$ cat src/rtl/reg8_feeder_pkg.sv
// Shared types and constants for the reg8_feeder pacing stage and its byte FIFO.
package reg8_feeder_pkg;

   localparam int unsigned GAP_W         = 4;
   localparam int unsigned DEFAULT_WIDTH = 8;
   localparam int unsigned DEFAULT_DEPTH = 4;

   typedef enum logic [1:0] {
      StIdle,
      StWrite,
      StGap
   } state_t;

endpackage

$ cat src/rtl/byte_fifo.sv
// Circular byte buffer; full/empty come from the occupancy counter, not pointer equality.
module byte_fifo
   import reg8_feeder_pkg::*;
#(
   parameter int unsigned WIDTH = DEFAULT_WIDTH,
   parameter int unsigned DEPTH = DEFAULT_DEPTH
) (
   input  logic                     clock,
   input  logic                     reset,
   input  logic                     flush,
   input  logic                     push,
   input  logic [WIDTH-1:0]         push_data,
   input  logic                     pop,
   output logic [WIDTH-1:0]         head,
   output logic [$clog2(DEPTH):0]   count
);

   localparam int unsigned PW = $clog2(DEPTH);
   localparam int unsigned CW = PW + 1;

   logic [WIDTH-1:0] mem [DEPTH];
   logic [PW-1:0]    wr_ptr;
   logic [PW-1:0]    rd_ptr;

   // Pointers wrap naturally because DEPTH is a power of two.
   always_ff @(posedge clock or posedge reset) begin
      if (reset) begin
         wr_ptr <= '0;
         rd_ptr <= '0;
         count  <= '0;
      end else if (flush) begin
         wr_ptr <= '0;
         rd_ptr <= '0;
         count  <= '0;
      end else begin
         if (push) begin
            wr_ptr <= wr_ptr + PW'(1);
         end
         if (pop) begin
            rd_ptr <= rd_ptr + PW'(1);
         end
         unique case ({push, pop})
            2'b10:   count <= count + CW'(1);
            2'b01:   count <= count - CW'(1);
            default: count <= count;
         endcase
      end
   end

   always_ff @(posedge clock) begin
      if (push && !flush) begin
         mem[wr_ptr] <= push_data;
      end
   end

   assign head = mem[rd_ptr];

endmodule

$ cat src/rtl/reg8_feeder.sv
// Paced byte source for the 8-bit register family: FIFO plus IDLE/WRITE/GAP pulse FSM.
// Define REG8_FEEDER_HOLD_EN to add a 'hold' input that stalls new pops from IDLE.
module reg8_feeder
   import reg8_feeder_pkg::*;
#(
   parameter int unsigned WIDTH = DEFAULT_WIDTH,
   parameter int unsigned DEPTH = DEFAULT_DEPTH,
   parameter int unsigned GAP   = 1
) (
   input  logic                     clock,
   input  logic                     reset,
`ifdef REG8_FEEDER_HOLD_EN
   input  logic                     hold,
`endif
   input  logic                     push_valid,
   output logic                     push_ready,
   input  logic [WIDTH-1:0]         push_data,
   input  logic                     flush,
   output logic                     wr_en,
   output logic [WIDTH-1:0]         wr_data,
   output logic [$clog2(DEPTH):0]   count,
   output logic                     busy
);

   localparam int unsigned      CW       = $clog2(DEPTH) + 1;
   localparam logic [GAP_W-1:0] GAP_LOAD = GAP_W'(GAP);

   state_t           state;
   logic [GAP_W-1:0] gap_cnt;
   logic             hold_active;
   logic             push;
   logic             pop;
   logic             fifo_nonempty;
   logic [WIDTH-1:0] head;

`ifdef REG8_FEEDER_HOLD_EN
   assign hold_active = hold;
`else
   assign hold_active = 1'b0;
`endif

   assign fifo_nonempty = (count != '0);
   assign push_ready    = (count < CW'(DEPTH)) && !flush;
   assign push          = push_valid && push_ready;
   assign busy          = (state != StIdle) || fifo_nonempty;

   // Pop decision is shared by the FIFO and the FSM so both see the same edge.
   always_comb begin
      pop = 1'b0;
      if (!flush) begin
         unique case (state)
            StIdle:  pop = fifo_nonempty && !hold_active;
            StWrite: pop = (GAP == 0) && fifo_nonempty;
            default: pop = 1'b0;
         endcase
      end
   end

   byte_fifo #(
      .WIDTH (WIDTH),
      .DEPTH (DEPTH)
   ) u_fifo (
      .clock     (clock),
      .reset     (reset),
      .flush     (flush),
      .push      (push),
      .push_data (push_data),
      .pop       (pop),
      .head      (head),
      .count     (count)
   );

   always_ff @(posedge clock or posedge reset) begin
      if (reset) begin
         state   <= StIdle;
         gap_cnt <= '0;
         wr_en   <= 1'b0;
         wr_data <= '0;
      end else if (flush) begin
         // wr_data intentionally keeps the last written byte.
         state   <= StIdle;
         gap_cnt <= '0;
         wr_en   <= 1'b0;
      end else begin
         unique case (state)
            StIdle: begin
               if (pop) begin
                  state   <= StWrite;
                  wr_en   <= 1'b1;
                  wr_data <= head;
               end
            end
            StWrite: begin
               wr_en <= 1'b0;
               if (GAP != 0) begin
                  state   <= StGap;
                  gap_cnt <= GAP_LOAD;
               end else if (pop) begin
                  state   <= StWrite;
                  wr_en   <= 1'b1;
                  wr_data <= head;
               end else begin
                  state <= StIdle;
               end
            end
            StGap: begin
               if (gap_cnt <= GAP_W'(1)) begin
                  state   <= StIdle;
                  gap_cnt <= '0;
               end else begin
                  gap_cnt <= gap_cnt - GAP_W'(1);
               end
            end
            default: begin
               state   <= StIdle;
               gap_cnt <= '0;
               wr_en   <= 1'b0;
            end
         endcase
      end
   end

endmodule

$ cat config.mk
export PLATFORM = sky130hd
export DESIGN_NAME = reg8_feeder
export DESIGN_NICKNAME = d
export VERILOG_FILES = /design/src/rtl/reg8_feeder_pkg.sv /design/src/rtl/byte_fifo.sv /design/src/rtl/reg8_feeder.sv
export SDC_FILE = /design/constraint.sdc
export NUM_CORES = 1
export LEC_CHECK = 0
export BUFFER_PORTS_ARGS = -buffer_cell sky130_fd_sc_hd__buf_2
export CAP_MARGIN = 10
export CORE_MARGIN = 8
export CORE_UTILIZATION = 58
export DETAILED_ROUTE_END_ITERATION = 10
export GPL_TIMING_DRIVEN = 0
export PLACE_DENSITY_LB_ADDON = 0.12
export SETUP_SLACK_MARGIN = 0.4
export SLEW_MARGIN = 20
export SYNTH_ARGS = -nofsm -noshare
export SYNTH_HDL_FRONTEND = slang
export SYNTH_HIERARCHICAL = 1
export SYNTH_SLANG_ARGS = --single-unit
$ cat constraint.sdc
create_clock -name clock -period 2.7 [get_ports clock]
set_clock_uncertainty 0.05 [all_clocks]
set_input_delay 0.27 -clock clock [delete_from_list [all_inputs] [get_ports clock]]
set_output_delay 0.27 -clock clock [all_outputs]
set_load 0.1 [all_outputs]
# Word-level counts from Yosys, hierarchy flattened
# Memories as Yosys holds them, arrays and structs flattened. A register that Yosys moved wholly into a read port is not among the register bits.
# Index checks and enable logic that the tools add are counted.
[totals] ff_bits=14 ramBits=32 elab_cells=57 mem_count=1 output_inout_bits=14
[memory_table] memory="u_fifo.mem" words=4 word_bits=8 rd=1 rd_clocked_by_memory_dff=1 write_ports=1 line_no="byte_fifo.sv:21" source="logic [WIDTH-1:0] mem [DEPTH];"
[op_classes] n_mux=20 addsub=5 n_eq_ne=8 bitwise_logic=1 magnitude_cmp=2 n_reduce_logical=14
[ops] cell="2-to-1 mux 2 bit" count=7
[ops] cell="one-hot mux 4 bit (3 select lines)" count=1
[ops] cell="2-to-1 mux 4 bit" count=2
[ops] cell="2-to-1 mux 1 bit" count=6
[ops] cell="one-hot mux 2 bit (3 select lines)" count=1
[ops] cell="one-hot mux 3 bit (2 select lines)" count=1
[ops] cell="nonzero test 2 bit" count=3
[ops] cell="nonzero test 3 bit" count=2
[ops] cell="adder 2 x 1 -> 2 bit, second input constant" count=2
[ops] cell="equality test 2 x 1 -> 1 bit, second input constant" count=2
[ops] cell="equality test 2 bit, second input constant" count=2
[ops] cell="<= comparator 4 x 1 -> 1 bit, second input constant" count=1
[ops] cell="!= test 2 bit, second input constant" count=2
[ops] cell="AND reduction 2 bit" count=2
[ops] cell="subtractor 4 x 1 -> 4 bit, second input constant" count=1
[ops] cell="adder 3 x 1 -> 3 bit, second input constant" count=1
[ops] cell="logical AND 1 bit" count=3
[ops] cell="less-than comparator 3 bit, second input constant" count=1
[ops] cell="2-to-1 mux 3 bit" count=1
[ops] cell="!= test 3 x 2 -> 1 bit, second input constant" count=1
[ops] cell="!= test 3 bit, second input constant" count=1
[ops] cell="AND reduction 3 bit" count=1
[ops] cell="subtractor 3 x 1 -> 3 bit, second input constant" count=1
[ops] cell="zero test 2 bit" count=1
[ops] cell="other kinds (4)" count=4

# Depth between registers and ports, before layout
[logic_depth] word_depth=6 ltp_mapped=9 ltp_nobuf=8

# Cells and area by module
# The synthesis kept the hierarchy.
[by_module_without_submodules] mod="byte_fifo" seq_area_each_um2=1136.1 n_inst=1 area_each_um2=1597.8 cells_per_inst=84
[by_module_without_submodules] mod="reg8_feeder" seq_area_each_um2=375.4 n_inst=1 area_each_um2=840.8 cells_per_inst=76

# Worst setup path after synthesis
# Ideal clock, no wire load.
[synth_path] path_type="register -> register" from="reg u_fifo.count[2]" to="reg u_fifo.count[2]" setup_ns=0.131 t_arrival_ns=3.576 stages_incl_launch_ff=9 setup_slack_ns=-1.057 required_time_ns=2.519 synth_period_minus_slack_ns=3.757 path_buffers=1 cell_sequence="dfrtp_1 nor2_1 and2_1 buf_2 nor2b_1 fa_1 and3b_1 nor3_1 nor3b_2"
[synth_via] elab_chain_len=6 word_cells_on_any_way=13 cone_classes="add/sub (2); order compare (1); eq/ne (2); mux (4); reduce/logical (4)"
[synth_rtl] element="start, declared" line_no="byte_fifo.sv:15" source="output logic [$clog2(DEPTH):0] count"
[synth_rtl] element="start signal, assigned" line_no="byte_fifo.sv:43" source="2'b10: count <= count + CW'(1);"
[synth_rtl] element="start signal, assigned" line_no="byte_fifo.sv:44" source="2'b01: count <= count - CW'(1);"
[synth_rtl] element="start signal, assigned" line_no="byte_fifo.sv:45" source="default: count <= count;"
[synth_rtl] element="less-than comparator 3 bit *" line_no="reg8_feeder.sv:43" source="assign push_ready = (count < CW'(DEPTH)) && !flush;"
[synth_rtl] element="logical AND 1 bit *" line_no="reg8_feeder.sv:43"
[synth_rtl] element="via push_ready" line_no="reg8_feeder.sv:16" source="output logic push_ready,"
[synth_rtl] element="logical AND 1 bit *" line_no="reg8_feeder.sv:44" source="assign push = push_valid && push_ready;"
[synth_rtl] element="via push" line_no="reg8_feeder.sv:31" source="logic push;"
[synth_rtl] element="equality test 2 x 1 -> 1 bit / equality test 2 bit (equally long branches)" line_no="byte_fifo.sv:42" source="unique case ({push, pop})"
[synth_rtl] element="one-hot mux 3 bit (2 select lines)" line_no="byte_fifo.sv:42"
[synth_rtl] element="2-to-1 mux 3 bit" line_no="byte_fifo.sv:31" source="end else if (flush) begin"
# The timed path passes the listed nets; every way through them passes the cells marked *.
# A chain may end at the register's enable or synchronous reset.

# Worst setup path after layout
[layout_path] from="reg state[0]" to="reg u_fifo.count[2]"
[layout_via] elab_chain_len=6 word_cells_on_any_way=8 cone_classes="eq/ne (2); mux (4); reduce/logical (2)"
[layout_rtl] element="start, declared" line_no="reg8_feeder.sv:28" source="state_t state;"
[layout_rtl] element="start signal, assigned" line_no="reg8_feeder.sv:75" source="state <= StIdle;"
[layout_rtl] element="start signal, assigned" line_no="reg8_feeder.sv:81" source="state <= StIdle;"
[layout_rtl] element="start signal, assigned" line_no="reg8_feeder.sv:88" source="state <= StWrite;"
[layout_rtl] element="zero test 2 bit *" line_no="reg8_feeder.sv:51" source="unique case (state)"
[layout_rtl] element="2-to-1 mux 1 bit *" line_no="reg8_feeder.sv:51"
[layout_rtl] element="2-to-1 mux 1 bit *" line_no="reg8_feeder.sv:50" source="if (!flush) begin"
[layout_rtl] element="via pop" line_no="reg8_feeder.sv:32" source="logic pop;"
[layout_rtl] element="equality test 2 x 1 -> 1 bit / equality test 2 bit (equally long branches)" line_no="byte_fifo.sv:42"
[layout_rtl] element="one-hot mux 3 bit (2 select lines)" line_no="byte_fifo.sv:42"
[layout_rtl] element="2-to-1 mux 3 bit" line_no="byte_fifo.sv:31"
# Marks and branches as above.

==> impl_summary.log <==
INFO  metric antenna_violating_nets_post_route = 0
INFO  metric postSynth.topFlopCell = sky130_fd_sc_hd__edfxtp_1
INFO  metric tritoncts_num_sinks = 54
INFO  metric r2r-end = u_fifo/count[2]
INFO  metric worstSetupStartpointType = register
INFO  metric antenna_cells = 0
INFO  metric detailed_place_hpwl = 2970 um
INFO  metric synth_commonest_cells = sky130_fd_sc_hd__edfxtp_1 (32), sky130_fd_sc_hd__dfrtp_1 (22), sky130_fd_sc_hd__nor2_1 (15), sky130_fd_sc_hd__ha_1 (10)
INFO  metric wirelength = 4190 um
INFO  metric flow.area_growth_from_synthesis = 14.7%
INFO  metric clk_transition_reported_paths = 0.10 ns
INFO  metric cp.arrival = 2.24 ns
INFO  metric overflow = 0
INFO  metric coreArea = 4030 sq um
INFO  metric tritoncts_clock_tree = done
INFO  metric crit-reg2reg-launch = state[0]
INFO  metric hold_path_startpoint = push_data[0]
INFO  metric worst_hold_path_type = primary input to register
INFO  metric setup.reg_to_reg.worst_slack = 0.60 ns
INFO  metric die_y = 80.8 um
INFO  metric cts_inserted_buffers = 5
INFO  metric row_count = 23
INFO  metric weighted_congestion_reported_at_the_end_of_routability_driven_placement = 0.712
INFO  metric worst-endpoint-required = 2.84 ns
INFO  metric worst-setup-path-type = register to register
INFO  metric via_count = 1,361
INFO  metric critPathLaunch = state[0]
INFO  metric grt_pass1_vias = 1,402
INFO  metric cts.path.max_buffers = 2
INFO  metric synth_most_common_cell = sky130_fd_sc_hd__edfxtp_1
INFO  metric ys_types = 33
INFO  metric synth_area_leaders = sky130_fd_sc_hd__edfxtp_1 (39%), sky130_fd_sc_hd__dfrtp_1 (23%), sky130_fd_sc_hd__mux4_2 (7.4%), sky130_fd_sc_hd__ha_1 (5.1%), sky130_fd_sc_hd__mux2_4 (4.9%)
INFO  metric mappedNetlistNets = 183
INFO  metric wl_per_cell = 17.0 um
INFO  metric grtUsageTotal = 13.8%
INFO  metric grt_start_max_net_pins = 20
INFO  metric synth_top_area_share = 39.4%
INFO  metric detail_route.first_pass.iterations = 4
INFO  metric design.die.area = 6540 sq um
INFO  metric critical_path.endpoint_type = register
INFO  metric setup_viol_count_final = 0
INFO  metric drc = 0
INFO  metric number_of_enable_type_register_cells_in_the_synthesized_netlist = 32
INFO  metric clock_tree.htree_level_count = 2
INFO  metric period_minus_slack = 2.10 ns
INFO  metric clk_latency = 0.31 ns
INFO  metric timing.setup.tns = 0 ns
INFO  metric starting_density = 60.5%
INFO  metric detail_route.vias_per_cell = 5.53
INFO  metric num-nets-final = 218
INFO  metric syn_avg_cell_area = 15.2 sq um
INFO  metric timing.fmax = 476 MHz
INFO  metric cts_root_buf = sky130_fd_sc_hd__clkbuf_8
INFO  metric share_of_the_clock_period_used_by_the_worst_path_after_layout = 77.8%
INFO  metric worst_setup_path_endpoint = u_fifo/count[2]
INFO  metric number_of_flip_flops_and_latches_in_the_synthesized_netlist = 54
INFO  metric initialDrtViolationCount = 64
INFO  metric synth_instances = 160
INFO  metric setup_repair_after_global_routing_missed_its_margin = false
INFO  metric status = finished clean
INFO  metric syn_area = 2440 sq um
INFO  metric netlist.top_cell.by_area = sky130_fd_sc_hd__edfxtp_1
INFO  metric cts.repair.resized = 0
INFO  metric drive_gt1_share = 37.8%
INFO  metric timing.critical_path.fanout_max = 5
INFO  metric hold_viol_final = 0
INFO  metric postSynth.asyncResetShare = 40.7%
INFO  metric io_buffers = 24
INFO  metric timing.final.max_slew_violations = 0
INFO  metric timing.max_cap.violations = 0
INFO  metric max-slew-margin-rel = 59.4%
INFO  metric timing.reg2reg.worst_path_depth = 9
INFO  metric die_width = 80.8 um
INFO  metric synth.yosys.seq_area_share = 62.0%
INFO  metric pin_count = 26
INFO  metric antenna_found_initial = 0
INFO  metric first_pass_grt_wire_length = 6890 um
INFO  metric max_slew.worst_pin.slew = 0.609 ns
INFO  metric synth.yosys.warnings = 6
area by class of cell:
class                   count  area [sq um]
flip-flops and latches     54          1520
fillers                   274          1230
multi-input cells          91           890
repair buffers             28           153
clock buffers               5          68.8
well taps                  50          62.6
plain buffers               7          48.8
inverters                   8          30.0
clock inverters             3          26.3
cells in the final DEF, fill, tap and decap left out, types with 3 or more instances in the layout:
cell type / count
sky130_fd_sc_hd__nor3b_2: 3
sky130_fd_sc_hd__mux2_4: 8
sky130_fd_sc_hd__inv_1: 8
sky130_fd_sc_hd__buf_4: 4
sky130_fd_sc_hd__clkbuf_8: 5
sky130_fd_sc_hd__ha_1: 10
sky130_fd_sc_hd__a21oi_1: 4
sky130_fd_sc_hd__buf_2: 27
sky130_fd_sc_hd__mux2i_1: 3
sky130_fd_sc_hd__nand2_1: 6
sky130_fd_sc_hd__mux4_2: 8
sky130_fd_sc_hd__and2_4: 5
sky130_fd_sc_hd__nor2_1: 14
sky130_fd_sc_hd__nor3b_1: 3
sky130_fd_sc_hd__dfrtp_1: 19
sky130_fd_sc_hd__xnor2_1: 3
sky130_fd_sc_hd__edfxtp_1: 32
state kept, by name, indices dropped and copies added (netlist names):
name / count
gap_cnt: 4
state: 2
u_fifo/count: 3
u_fifo/mem: 32
u_fifo/rd_ptr: 2
u_fifo/wr_ptr: 2
wr_data: 8
wr_en: 1
worst min path at each step:
stage | to | slack (ns) | depth (start not counted)
floorplan | u_fifo/rd_ptr[0] | 0.02 | 1
global placement | u_fifo/rd_ptr[0] | 0.17 | 2
detailed placement | u_fifo/rd_ptr[0] | 0.18 | 2
CTS | u_fifo/mem[2][0] | 0.10 | 1
global route | u_fifo/mem[2][0] | 0.09 | 1
finish | u_fifo/mem[1][0] | 0.12 | 1
routing by layer:
| metal | vias up | global-route usage [%] | wire length [um] |
|---|---|---|---|
| met5 | - | 0 | 0 |
| met3 | 7 | 4.42 | 204 |
| met4 | 0 | 3.75 | 42 |
| li1 | 639 | - | - |
| met1 | 689 | 16.9 | 1750 |
| met2 | 26 | 23.0 | 2190 |
metrics by stage:
step                util, %  std cells  cell area [sq um]  hold slack (ns)  worst slack (ns)
floorplan                 -        160               2490           0.0233             0.153
global placement       66.2        234               2670            0.170             0.588
detailed placement     66.2        234               2670            0.176             0.502
CTS                    68.9        243               2770            0.102             0.483
global route           69.4        246               2800           0.0926             0.466
finish                 69.4        246               2800            0.117             0.600
worst max-delay path, cell delays in order (launching register included):
cell and delay, ns:
sky130_fd_sc_hd__dfrtp_1 0.38, sky130_fd_sc_hd__inv_1 0.09, sky130_fd_sc_hd__ha_1 0.25, sky130_fd_sc_hd__nor3b_2 0.18
sky130_fd_sc_hd__buf_6 0.14, sky130_fd_sc_hd__nor2b_4 0.12, sky130_fd_sc_hd__fa_2 0.33, sky130_fd_sc_hd__and3b_1 0.21
sky130_fd_sc_hd__nor3_2 0.17, sky130_fd_sc_hd__nor3b_2 0.06
cells by family after synthesis:
family / Yosys count / synth area share, %
adder cells (fa/ha/maj): 11 / 5.95
AO/OA/AOI/OAI: 11 / 2.72
AND/OR/NAND/NOR: 45 / 10.7
multiplexers: 19 / 13.5
buffers and inverters: 15 / 2.98
XOR/XNOR: 5 / 2.10
flip-flops: 54 / 62.0
repair_timing:
action	CTS	global route
setup buffers	0	3
setup endpoints to repair	0	2
hold endpoints to repair	17	0
hold buffers	1	0
Power is left out: the tool's default activity adds up to more than one toggle a clock period on the data nets, which glitch-free logic cannot reach.
